$ cat config.mk
export PLATFORM = sky130hd
export DESIGN_NAME = store_buffer
export DESIGN_NICKNAME = d
export VERILOG_FILES = /design/src/rtl/store_buffer.sv
export SDC_FILE = /design/constraint.sdc
export NUM_CORES = 1
export LEC_CHECK = 0
export CORE_ASPECT_RATIO = 0.7
export CORE_MARGIN = 5
export CORE_UTILIZATION = 35
export DETAILED_ROUTE_END_ITERATION = 7
export SLEW_MARGIN = 20
export SYNTH_ARGS = -nofsm -noshare
export SYNTH_HDL_FRONTEND = slang
export SYNTH_SLANG_ARGS = --single-unit
export TNS_END_PERCENT = 10
$ cat constraint.sdc
create_clock -name clk -period 6.1 [get_ports clk]
set_clock_uncertainty 0.2 [all_clocks]
set_input_delay 1.22 -clock clk [delete_from_list [all_inputs] [get_ports clk]]
set_output_delay 1.22 -clock clk [all_outputs]
set_load 0.1 [all_outputs]
$ cat src/rtl/store_buffer.sv
// store_buffer
//   Committed-store buffer between the load/store unit and the TCM data port.
//   Stores arrive in program order. They are held in a circular FIFO and drain
//   one per cycle into the TCM write port. Loads are sent straight to the TCM
//   read port. Pending stores are merged into the load result byte by byte, so
//   a load observes every older store even before that store has drained.
//
//   Build option: define STBUF_FORWARD_EN to build the store-to-load forwarding
//   comparators. Without it, a load is held off until the buffer is empty and no
//   store is being pushed, and the load returns TCM data directly.
//
// Ports
//   clk, rst                     clock; asynchronous active-low reset
//   lsu_stbuf_push_*             committed store {valid, addr, size, data}
//   stbuf_lsu_push_ready         a free entry exists
//   stbuf_lsu_empty              no pending stores
//   lsu_stbuf_load_*             load request {valid, addr, size}
//   stbuf_lsu_load_ready         load accepted this cycle
//   stbuf_lsu_load_data_valid    load result valid (one cycle after accept)
//   stbuf_lsu_load_data          little-endian load bytes, zero above size
//   stbuf_tcm_read_*, _rd        TCM read request
//   tcm_stbuf_read_data          TCM read data, one cycle after request
//   stbuf_tcm_write_*, _wr       TCM write request (always accepted)
module store_buffer #(
  parameter int DEPTH      = 8,
  parameter int ADDR_WIDTH = 32,
  parameter int DATA_WIDTH = 32
) (
  input  logic                  clk,
  input  logic                  rst,
  input  logic                  lsu_stbuf_push_valid,
  input  logic [ADDR_WIDTH-1:0] lsu_stbuf_push_addr,
  input  logic [1:0]            lsu_stbuf_push_size,
  input  logic [DATA_WIDTH-1:0] lsu_stbuf_push_data,
  output logic                  stbuf_lsu_push_ready,
  output logic                  stbuf_lsu_empty,
  input  logic                  lsu_stbuf_load_valid,
  input  logic [ADDR_WIDTH-1:0] lsu_stbuf_load_addr,
  input  logic [1:0]            lsu_stbuf_load_size,
  output logic                  stbuf_lsu_load_ready,
  output logic                  stbuf_lsu_load_data_valid,
  output logic [DATA_WIDTH-1:0] stbuf_lsu_load_data,
  output logic [ADDR_WIDTH-1:0] stbuf_tcm_read_addr,
  output logic [1:0]            stbuf_tcm_read_size,
  output logic                  stbuf_tcm_rd,
  input  logic [DATA_WIDTH-1:0] tcm_stbuf_read_data,
  output logic [ADDR_WIDTH-1:0] stbuf_tcm_write_addr,
  output logic [1:0]            stbuf_tcm_write_size,
  output logic [DATA_WIDTH-1:0] stbuf_tcm_write_data,
  output logic                  stbuf_tcm_wr
);

  localparam int NB    = DATA_WIDTH / 8;
  localparam int PTR_W = $clog2(DEPTH);
  localparam int CNT_W = $clog2(DEPTH + 1);
  localparam logic [CNT_W-1:0] DEPTH_C = CNT_W'(DEPTH);

  logic [ADDR_WIDTH-1:0] addr_q [DEPTH];
  logic [1:0]            size_q [DEPTH];
  logic [DATA_WIDTH-1:0] data_q [DEPTH];
  logic [PTR_W-1:0]      head_q, tail_q;
  logic [CNT_W-1:0]      count_q;

  logic push_fire;
  logic drain;
  logic load_fire;

  logic                  ld_valid_q;
  logic [1:0]            ld_size_q;
  logic [NB-1:0]         fwd_mask_q;
  logic [DATA_WIDTH-1:0] fwd_data_q;

  function automatic int size_bytes(input logic [1:0] s);
    return 1 << s;
  endfunction

  // ---------------------------------------------------------------- FIFO
  // The full check uses the registered count only. A drain in the same cycle
  // does not open a slot for the push.
  assign stbuf_lsu_push_ready = (count_q < DEPTH_C);
  assign stbuf_lsu_empty      = (count_q == '0);
  assign push_fire            = lsu_stbuf_push_valid & stbuf_lsu_push_ready;
  assign drain                = ~stbuf_lsu_empty;

  always_ff @(posedge clk or negedge rst) begin
    if (!rst) begin
      head_q  <= '0;
      tail_q  <= '0;
      count_q <= '0;
    end else begin
      if (push_fire) tail_q <= tail_q + PTR_W'(1);
      if (drain)     head_q <= head_q + PTR_W'(1);
      if (push_fire && !drain)      count_q <= count_q + CNT_W'(1);
      else if (!push_fire && drain) count_q <= count_q - CNT_W'(1);
    end
  end

  // Entry payload needs no reset; only entries inside the count are ever used.
  always_ff @(posedge clk) begin
    if (push_fire) begin
      addr_q[tail_q] <= lsu_stbuf_push_addr;
      size_q[tail_q] <= lsu_stbuf_push_size;
      data_q[tail_q] <= lsu_stbuf_push_data;
    end
  end

  // The TCM always accepts a write, so the head is presented whenever one exists.
  assign stbuf_tcm_wr         = drain;
  assign stbuf_tcm_write_addr = drain ? addr_q[head_q] : '0;
  assign stbuf_tcm_write_size = drain ? size_q[head_q] : '0;
  assign stbuf_tcm_write_data = drain ? data_q[head_q] : '0;

  // ---------------------------------------------------------------- loads
`ifdef STBUF_FORWARD_EN
  assign stbuf_lsu_load_ready = 1'b1;
`else
  assign stbuf_lsu_load_ready = stbuf_lsu_empty & ~lsu_stbuf_push_valid;
`endif

  assign load_fire           = lsu_stbuf_load_valid & stbuf_lsu_load_ready;
  assign stbuf_tcm_rd        = load_fire;
  assign stbuf_tcm_read_addr = lsu_stbuf_load_addr;
  assign stbuf_tcm_read_size = lsu_stbuf_load_size;

`ifdef STBUF_FORWARD_EN
  logic [NB-1:0]         fwd_mask_d;
  logic [DATA_WIDTH-1:0] fwd_data_d;
  logic [ADDR_WIDTH-1:0] byte_addr;
  logic [PTR_W-1:0]      scan_idx;

  // Entries are scanned oldest to youngest, and the same-cycle push is scanned
  // last. Each later match overwrites an earlier one, so the youngest store wins.
  // The head entry is included because its TCM write lands at the same edge as
  // the TCM read, and the read returns the old contents.
  always_comb begin
    fwd_mask_d = '0;
    fwd_data_d = '0;
    byte_addr  = '0;
    scan_idx   = '0;
    for (int k = 0; k < NB; k++) begin
      byte_addr = lsu_stbuf_load_addr + ADDR_WIDTH'(k);
      if (k < size_bytes(lsu_stbuf_load_size)) begin
        for (int i = 0; i < DEPTH; i++) begin
          scan_idx = head_q + PTR_W'(i);
          if (CNT_W'(i) < count_q) begin
            for (int j = 0; j < NB; j++) begin
              if ((j < size_bytes(size_q[scan_idx])) &&
                  ((addr_q[scan_idx] + ADDR_WIDTH'(j)) == byte_addr)) begin
                fwd_mask_d[k]         = 1'b1;
                fwd_data_d[8*k +: 8]  = data_q[scan_idx][8*j +: 8];
              end
            end
          end
        end
        if (push_fire) begin
          for (int j = 0; j < NB; j++) begin
            if ((j < size_bytes(lsu_stbuf_push_size)) &&
                ((lsu_stbuf_push_addr + ADDR_WIDTH'(j)) == byte_addr)) begin
              fwd_mask_d[k]        = 1'b1;
              fwd_data_d[8*k +: 8] = lsu_stbuf_push_data[8*j +: 8];
            end
          end
        end
      end
    end
  end

  always_ff @(posedge clk or negedge rst) begin
    if (!rst) begin
      fwd_mask_q <= '0;
      fwd_data_q <= '0;
    end else if (load_fire) begin
      fwd_mask_q <= fwd_mask_d;
      fwd_data_q <= fwd_data_d;
    end
  end
`else
  assign fwd_mask_q = '0;
  assign fwd_data_q = '0;
`endif

  always_ff @(posedge clk or negedge rst) begin
    if (!rst) begin
      ld_valid_q <= 1'b0;
      ld_size_q  <= '0;
    end else begin
      ld_valid_q <= load_fire;
      if (load_fire) ld_size_q <= lsu_stbuf_load_size;
    end
  end

  // Merge the forwarded bytes over the TCM return. Bytes at or above the load
  // size, and every byte when no result is due, read as zero.
  always_comb begin
    stbuf_lsu_load_data = '0;
    if (ld_valid_q) begin
      for (int k = 0; k < NB; k++) begin
        if (k < size_bytes(ld_size_q)) begin
          stbuf_lsu_load_data[8*k +: 8] = fwd_mask_q[k] ? fwd_data_q[8*k +: 8]
                                                        : tcm_stbuf_read_data[8*k +: 8];
        end
      end
    end
  end

  assign stbuf_lsu_load_data_valid = ld_valid_q;

endmodule
Word level (Yosys, flattened, before mapping)
Memories as Yosys holds them, arrays and structs flattened.
Cells that the tools add are included.
Widths: inputs -> output; s select.

cells by class
  bitwise logic cells = 5
  reductions and logical operators = 5
  shift-type cells = 1
  magnitude comparators = 5
  muxes and demuxes = 12
  add/subtract/negate cells = 4

operators by type and width
  kind                  number
  $mux 32               3
  $lt 3x32->1 const A   2
  $lt 1x32->1 const A   1
  $lt 2x32->1 const A   1
  $mux 8                4
  $shl 1x2->32 const A  1
  $mux 4                2
  $add 3x1->3 const B   2
  $add 4x1->4 const B   1
  $logic_not 4->1       1
  $lt 4x4->1 const B    1
  $sub 4x1->4 const B   1
  $and 1x1->1           3
  $logic_and 1x1->1     2
  $mux 1                2
  $mux 2                1
  $not 1->1             2
  $reduce_bool 2->1     1
  $logic_not 1->1       1

storage, ports and cells
  output and inout bits = 138
  register bits after elaboration = 13
  input bits = 136
  memories kept = 3
  memory bits (writable) = 528

memories
  memory  words  bits a word  read ports  clocked after memory_dff  wr ports  RTL line  text
  addr_q  8      32           1           0                         1         58        logic [ADDR_WIDTH-1:0] addr_q [DEPTH];
  data_q  8      32           1           0                         1         60        logic [DATA_WIDTH-1:0] data_q [DEPTH];
  size_q  8      2            1           0                         1         59        logic [1:0] size_q [DEPTH];

Logic depth before layout (Yosys ltp)
Gate-level depths: netlist of run 1.

  depth after elaboration = 6
  mapped depth = 10

Worst setup path before layout of run 1
No wires, ideal clock.

  path type = input port to flip-flop
  start point = input port lsu_stbuf_push_valid
  end point = memory addr_q[0][0] (enable)
  setup time = 0.571 ns
  data arrival time = 6.168 ns
  stages on the path = 4
  path buffers = 1
  required time = 5.329 ns
  path slack = -0.839 ns
  path through = nor2b_1 > clkbuf_1 > nand2b_1 > nor3_1

between the ends
  cells in the longest elaborated chain, start to end = 3

RTL lines
  item                          RTL line  text
  from (decl)                   31        input logic lsu_stbuf_push_valid,
  $and 1x1->1                   82        assign push_fire = lsu_stbuf_push_valid & stbuf_lsu_push_ready;
  named net push_fire           64        logic push_fire;
  $mux 1                        100       if (push_fire) begin
  $mux 1 (not written as such)  101       addr_q[tail_q] <= lsu_stbuf_push_addr;
  to (decl)                     58

The timed path passes the listed nets, and every way through them passes these cells.

Worst setup path after layout of run 1
  start point = register count_q[0]
  end point = output port stbuf_tcm_write_addr[30]

between the ends
  cells in the longest elaborated chain, start to end = 2

RTL lines
  item                    RTL line  text
  from (decl)             62        logic [CNT_W-1:0] count_q;
  from (signal assigned)  93        if (push_fire && !drain) count_q <= count_q + CNT_W'(1);
  from (signal assigned)  94        else if (!push_fire && drain) count_q <= count_q - CNT_W'(1);
  $logic_not 4->1         81        assign stbuf_lsu_empty = (count_q == '0);
  $mux 32                 109       assign stbuf_tcm_write_addr = drain ? addr_q[head_q] : '0;
  to (decl)               47        output logic [ADDR_WIDTH-1:0] stbuf_tcm_write_addr,

Every way passes these cells.

==> results of run 1 <==
-- cells in the final DEF, fill, tap and decap left out, types with 10 or more instances in the layout --
master and count:
clkbuf_1 14, and3_1 16, a22o_1 66, mux4_2 132
buf_4 16, and2_1 16, dfrtp_1 11, clkdlybuf4s50_1 208
clkbuf_16 53, edfxtp_1 528, clkinv_2 11, nand2_1 10
-- worst max-delay path, stage by stage (launching register included) --
cell and delay (ps):
dfrtp_1 460, or4_4 210, clkinv_2 120, nor2_4 700, buf_4 360, a22o_1 170, clkdlybuf4s50_1 1140
-- synthesized netlist by cell type, types with 3 or more instances --
library cell,count,area share
edfxtp_1,528,0.76
mux4_2,132,0.14
a22o_1,66,0.028
buf_4,34,0.012
clkbuf_1,23,0.0041
buf_2,17,0.0041
and2_1,16,0.0048
and3_1,16,0.0048
dfrtp_1,13,0.016
nand2_1,10,0.0018
buf_6,9,0.0049
nor2_1,8,0.0014
ha_1,5,0.0030
xnor2_1,5,0.0021
inv_1,3,0.00054
mux2_2,3,0.0016
nand2b_1,3,0.00090
nor3_1,3,0.00072
-- state kept, by name, indices dropped and copies added, names as in the netlist --
signal / flops
tail_q: 3
count_q: 4
addr_q: 256
stbuf_lsu_load_data_valid: 1
size_q: 16
head_q: 3
data_q: 256
ld_size_q: 2
-- logic make-up after synthesis --
family,Yosys count
DFF,541
muxes,136
buffers and inverters,89
AOI/OAI and AO/OA,74
and+or+nand+nor,66
xor gates and xnor gates,7
adders and majority gates,5
-- metal layers --
layer,vias up,global-route usage,share of wire
met2,180,0.221,0.48
met3,58,0.0269,0.040
met1,5152,0.205,0.47
li1,4257,-,-
met4,0,0.0279,0.014
met5,-,0,0
-- worst paths after layout --
kind | endpoint | slack (ps) | depth (start not counted)
worst min register to register | tail_q[2]$_DFFE_PN0P_ | 290 | 1
worst max register to register | count_q[3]$_DFFE_PN0P_ | 3200 | 8
worst min-delay path | tail_q[2]$_DFFE_PN0P_ | 290 | 1
max in group asynchronous | head_q[1]$_DFFE_PN0N_ | 4320 | 1
min in group asynchronous | count_q[2]$_DFFE_PN0P_ | 860 | 1
worst max-delay path | stbuf_tcm_write_addr[30] | 900 | 6
-- layout make-up --
class | instances | area (µm²)
Multi-Input combinational cell | 288 | 4210
Timing Repair Buffer | 231 | 2340
Clock buffer | 69 | 1410
Clock inverter | 28 | 248
Inverter | 4 | 16.3
Tap cell | 798 | 998
Fill cell | 5076 | 33300
Sequential cell | 541 | 16200
-- stage by stage --
stage          hold slack [ps]  area (µm²)  setup slack [ps]  TNS (ps)
2_1_floorplan              257       20900              -836    -55160
3_3_place_gp               281       23800              1450         0
3_5_place_dp               287       23800              1450         0
4_1_cts                    300       25400               821         0
5_1_grt                    327       25400               724         0
6_report                   295       25400               901         0
==> flow_summary.ini, run 1 <==
[yosys]
syn-num-nets = 1059
syn_area_mm2 = 0.0209
synthAdderAreaFrac = 0.00300
synth_seq_cells = 541
syn_inst = 918
synthArstFlopShare = 0.0240
synth.area.mux_share = 0.144
synth_cell_types = 35
ys.flop_type = edfxtp_1
yosys_warnings = 0
synth_xor_area_frac = 0.00294
avgSynthCellArea_um2 = 22.7
synth-compound-area-share = 0.0303
synth_edf_count = 528
synthSimpleGateAreaFrac = 0.0179
synth-seq-area-share = 0.775
synth_top_family_by_area = multiplexers

[sta]
timing.final.crit_period_ps = 5200
setup_viol = 0
fmax_ghz = 0.192
drv_slew = 0
tightest_slew_ps = 1050
rsz0062_at_grt = no
fin_crit_sh = 0.852
hold_viol = 0
max-slew-margin-rel = 0.300

[final_layout]
area_growth_pct = 21.7
finalNetCount = 1259
drive_gt1_frac = 0.214
final_core_util = 0.433
final_cells = 1959
diodes = 0

[clock_tree]
root_buffer = clkbuf_16
cts.reportedPaths.clkPinSlew_ps = 70
cts_tree = yes
cts_setup_buffers = 0
clk_path_buf_depth = 3
numCtsBuffers = 52
postCtsResizedCells = 0
ctsHoldBuffers = 0
cts.sinks = 541
htree_levels = 2
clk_latency_ps = 580

[grt]
grt_max_degree = 67
grt_usage = 0.140
grt_pass1_vias = 10400
grt_pass1_wl_mm = 68.7
antenna_found_initial = 0
overflow = 0

[setup_path]
cp.arrival_ps = 3780
worst_setup_path_start_kind = flop
r2r_start = count_q[0]$_DFFE_PN0P_
worst-path-max-fanout = 25
crit_path_end_kind = output port
startpoint = count_q[0]$_DFFE_PN0P_
worstPathRequired_ps = 4680
critical_path_class = flop to output port

[floorplan]
coreArea_mm2 = 0.0587
rows = 74
io_pins = 274
die_w_um = 302
die_h_um = 214
start_util = 0.356
dieArea_mm2 = 0.0647

[placement]
dp_hpwl_mm = 25.4
globalplace.congestion = 0.730
place_inst = 1862
portBuffers = 209

[route]
routed_wl_mm = 45.7
drtAntennaViolNets = 0
wl_per_cell_um = 23.3
drtPass1Iterations = 4
drc = 0
drt-initial-drc-count = 683
vias = 9647
via_per_inst = 4.92

[flow_run]
cap_viol_max_count = 0

[status]
status = finished clean

[min_path]
hold_class = flop to flop
min_from = tail_q[2]$_DFFE_PN0P_
Power of run 1 is not shown: default switching activity piles up to over one toggle a cycle in this logic, so the estimate is an artifact.
==> run 2: changes to the inputs <==
Clock period 6.1 ns to 6.55 ns, I/O delays scaled along.
==> run 2 against run 1 <==
  * Cell area grew 0.23%
  * Non-clock buffer count is the same
  * Final cell count is the same
  * First-iteration DRC count shrank 3.5%
  * Setup slack gained 420 ps
  * Utilization grew 0.10 points
==> flow_summary.ini, run 2 (synthesized netlist as in run 1, its figures left out) <==
[status]
status = finished clean

[final_layout]
mostFrequentLayoutCell = edfxtp_1
mostFrequentLayoutCells = edfxtp_1, clkdlybuf4s50_1, mux4_2, a22o_1, clkbuf_16
final_core_util = 0.434
finalNetCount = 1259
area_growth_pct = 22.0
final_cells = 1959
fin_area_mm2 = 0.0255
top_regs = addr_q x256, data_q x256, size_q x16
drive_gt1_frac = 0.211

[setup_path]
cp.arrival_ps = 3720
critical_path_class = flop to output port
worstPathRequired_ps = 5040
rr_endpoint = data_q[7][17]$_DFFE_PP_
worst-path-max-fanout = 50
worst-path-stages = 4
critPathCapture = stbuf_tcm_write_data[29]
slowest_stage = clkdlybuf4s50_1
crit_path_end_kind = output port
rrSetupSlack_ps = 3510
worstPathCellList = buf_12 -> mux4_2 -> a22o_1 -> clkdlybuf4s50_1
r2r_start = count_q[3]$_DFFE_PN0P_
cp_top_family = buffers and inverters
slowest_delay_ps = 1010
crit_buf_inv = 2
startpoint = head_q[0]$_DFFE_PN0N_
worst_setup_path_start_kind = flop
r2r_cells = 4

[sta]
hold_viol = 0
timing.final.crit_period_ps = 5230
max-slew-margin-rel = 0.269
drv_slew = 0
fmax_ghz = 0.191
setup_viol = 0
tightest_slew_ps = 1090
fin_crit_sh = 0.799
worst_slack_ps = 1320
rsz0062_at_grt = no

[clock_tree]
ctsHoldBuffers = 0
cts_tree = yes
cts_setup_buffers = 0
htree_levels = 2
numCtsBuffers = 52
cts.reportedPaths.clkPinSlew_ps = 60
cts.sinks = 541
root_buffer = clkbuf_16
clk_latency_ps = 580
postCtsResizedCells = 0
clk_path_buf_depth = 3

[route]
wl_per_cell_um = 23.3
drc = 0
routed.top_layer = met5
via_per_inst = 4.97
wl_met1_mm = 20.4
wl_met2_mm = 22.2
routed-wl-met3_mm = 2.32
vias = 9743
routed_wl_mm = 45.6
drt-initial-drc-count = 659
drtAntennaViolNets = 0
drtPass1Iterations = 4

[min_path]
min_from = tail_q[2]$_DFFE_PN0P_
min_path_cells = 1
hold_class = flop to flop

[placement]
dp_hpwl_mm = 25.3
place_inst = 1862
detailed_place.area_mm2 = 0.0238
portBuffers = 209
globalplace.congestion = 0.749
preCtsSetupSlack_ps = 1720

[grt]
grt_pass1_wl_mm = 68.6
antenna_found_initial = 3
grt_pass1_vias = 10500
overflow = 0
grt_max_degree = 59
grt_usage = 0.140

[floorplan]
die_w_um = 302
start_util = 0.356
dieArea_mm2 = 0.0647
rows = 74
coreArea_mm2 = 0.0587
die_h_um = 214
io_pins = 274

[flow_run]
cap_viol_max_count = 0
run 2: cell count changes in the layout (fill, tap and decap cells not counted), sizes merged:
cell	change
bufinv	+3
buf	-1
diode	+1
clkinvlp	+1
clkdlybuf4s50	+1
clkbuf	-5
run 2: worst register-to-register path, cell delays in order, from the launching register on:
cell     delay, ps
dfrtp_1        440
nor2b_1        460
nand2_1        360
nor2_4         810
buf_12         420
run 2: worst min-delay path by stage:
stage / to
detailed placement: tail_q[2]$_DFFE_PN0P_
finish: tail_q[2]$_DFFE_PN0P_
CTS: tail_q[2]$_DFFE_PN0P_
global placement: tail_q[2]$_DFFE_PN0P_
global route: tail_q[2]$_DFFE_PN0P_
floorplan: tail_q[2]$_DFFE_PN0P_
run 2: stage by stage:
stage | TNS [ps] | hold slack (ps)
3_5_place_dp | 0 | 280
6_report | 0 | 294
2_1_floorplan | -31400 | 257
4_1_cts | 0 | 293
5_1_grt | 0 | 323
3_3_place_gp | 0 | 279
run 2: cell type report:
type,count,area [µm²]
fillers,5054,33200
flip-flops and latches,541,16200
multi-input cells,288,4210
repair buffers,231,2370
clock buffers,64,1370
well taps,798,998
clock inverters,32,315
inverters,4,16.3
diodes,1,2.50
run 2: metal layers:
metal,up-vias,track usage
met5,-,0
met1,5196,0.198
met3,62,0.0285
met4,4,0.0320
li1,4251,-
met2,230,0.226
Power of run 2 is left out for the same reason.
==> run 3: changes to the inputs <==
Clock period 6.55 ns to 4.4 ns, I/O delays scaled along.
==> run 3 against run 2 <==
  * Critical path depth up 1
  * Critical path type unchanged
  * Global-route usage shrank 0.44 points
  * Count of clock-buffer cells in the layout rose by 2
  * Non-clock buffer count is 3 higher
  * Via count decreased by 1.4%
  * Final cell count down 0.26%
  * First-iteration DRC count up 10%
  * Cell area shrank 1.6%
  * Wire length shrank 2.4%
  * Utilization fell by 0.71 points
  * Sequential cell count stayed put
==> flow_summary.ini, run 3 (synthesized netlist as in run 1, its figures left out) <==
[status]
status = finished clean

[grt]
grt_max_degree = 67
overflow = 0
grt_use_met3 = 0.0321
antenna_found_initial = 5
met1_usage = 0.182
grt_usage = 0.136
top_usage_layer = met2
grt_pass1_wl_mm = 66.9
grt_pass1_vias = 10300
use_met2 = 0.231

[clock_tree]
numCtsBuffers = 50
clk_path_buf_depth = 3
postCtsResizedCells = 0
cts.reportedPaths.clkPinSlew_ps = 60
ctsHoldBuffers = 0
root_buffer = clkbuf_16
cts_setup_buffers = 0
cts.sinks = 541
htree_levels = 2
cts_tree = yes
clk_latency_ps = 560

[sta]
fin_crit_sh = 0.900
drv_slew = 0
fmax_ghz = 0.253
timing.final.crit_period_ps = 3960
worst_slack_ps = 442
hold_viol = 0
tightest_slew_ps = 991
setup_viol = 0
max-slew-margin-rel = 0.337
rsz0062_at_grt = no

[route]
drc = 0
vias = 9602
via_per_inst = 4.91
drtPass1Iterations = 4
drtAntennaViolNets = 0
wl_per_cell_um = 22.8
routed_wl_mm = 44.5
drt-initial-drc-count = 725

[placement]
dp_hpwl_mm = 25.1
preCtsSetupSlack_ps = 810
place_inst = 1865
portBuffers = 209
globalplace.congestion = 0.716

[floorplan]
dieArea_mm2 = 0.0647
die_h_um = 214
start_util = 0.356
io_pins = 274
die_w_um = 302
rows = 74
coreArea_mm2 = 0.0587

[setup_path]
cp_top_family = simple AND/OR/NAND/NOR gates
crit_top_cell = buf_4
worstPathRequired_ps = 3320
crit_path_end_kind = output port
slowest_delay_ps = 600
cp.arrival_ps = 2880
critical_path_class = flop to output port
worst-path-max-fanout = 52
crit_buf_inv = 2
worst_setup_path_start_kind = flop
slowest_stage = or4_4
worstPathCellList = or4_4 -> and2_4 -> buf_4 -> a22o_1 -> buf_4

[final_layout]
finalNetCount = 1260
final_cells = 1954
final_core_util = 0.427
fillers = 5114
top_regs = addr_q x256, data_q x256, size_q x16
mostFrequentLayoutCell = edfxtp_1
mostFrequentLayoutCells = edfxtp_1, mux4_2, buf_4, clkdlybuf4s50_1, a22o_1
area_growth_pct = 20.0
drive_gt1_frac = 0.294

[min_path]
hold_class = flop to flop

[flow_run]
cap_viol_max_count = 0
==> run 3: cell type report <==
cell class / count / area (µm²) / area share
Inverter: 4 / 16.3 / 0.000649
Multi-Input combinational cell: 288 / 4220 / 0.168
Clock inverter: 21 / 140 / 0.00559
Clock buffer: 66 / 1380 / 0.0549
Antenna cell: 2 / 5.00 / 0.000200
Timing Repair Buffer: 234 / 2110 / 0.0842
Sequential cell: 541 / 16200 / 0.646
Tap cell: 798 / 998 / 0.0399
==> run 3: routing by layer <==
layer  vias up  wire, µm
met1      5120     19200
met2       185     22500
met4         6       492
met3        44      2300
met5         -        30
li1       4247         -
==> run 3: path summary, 6_finish.rpt <==
check,startpoint,end,slack (ps),depth (start not counted)
max in group asynchronous,rst,head_q[0]$_DFFE_PN0N_,3060,1
min in group asynchronous,rst,head_q[1]$_DFFE_PN0N_,490,1
hold / removal,tail_q[2]$_DFFE_PN0P_,tail_q[2]$_DFFE_PN0P_,290,1
setup / recovery,count_q[0]$_DFFE_PN0P_,stbuf_tcm_write_data[16],440,5
setup reg to reg,count_q[0]$_DFFE_PN0P_,count_q[3]$_DFFE_PN0P_,1480,8
hold reg to reg,tail_q[2]$_DFFE_PN0P_,tail_q[2]$_DFFE_PN0P_,290,1
==> run 3: through the flow <==
step	instance area [µm²]	hold slack (ps)	setup TNS (ps)
final	25100	290	0
after global routing	25000	335	0
after CTS	25000	299	0
after detailed placement	23500	287	0
after global placement	23500	284	0
after floorplan	20900	257	-191470
==> run 3: worst reg2reg max path: cells and delay by family, from the launching register on <==
family,cells,cell delay (ps)
buffers and inverters,2,260
flip-flops,1,460
AO/OA/AOI/OAI,2,210
AND/OR/NAND/NOR,2,1080
adder cells (fa/ha/maj),2,610
Power of run 3 is left out for the same reason.
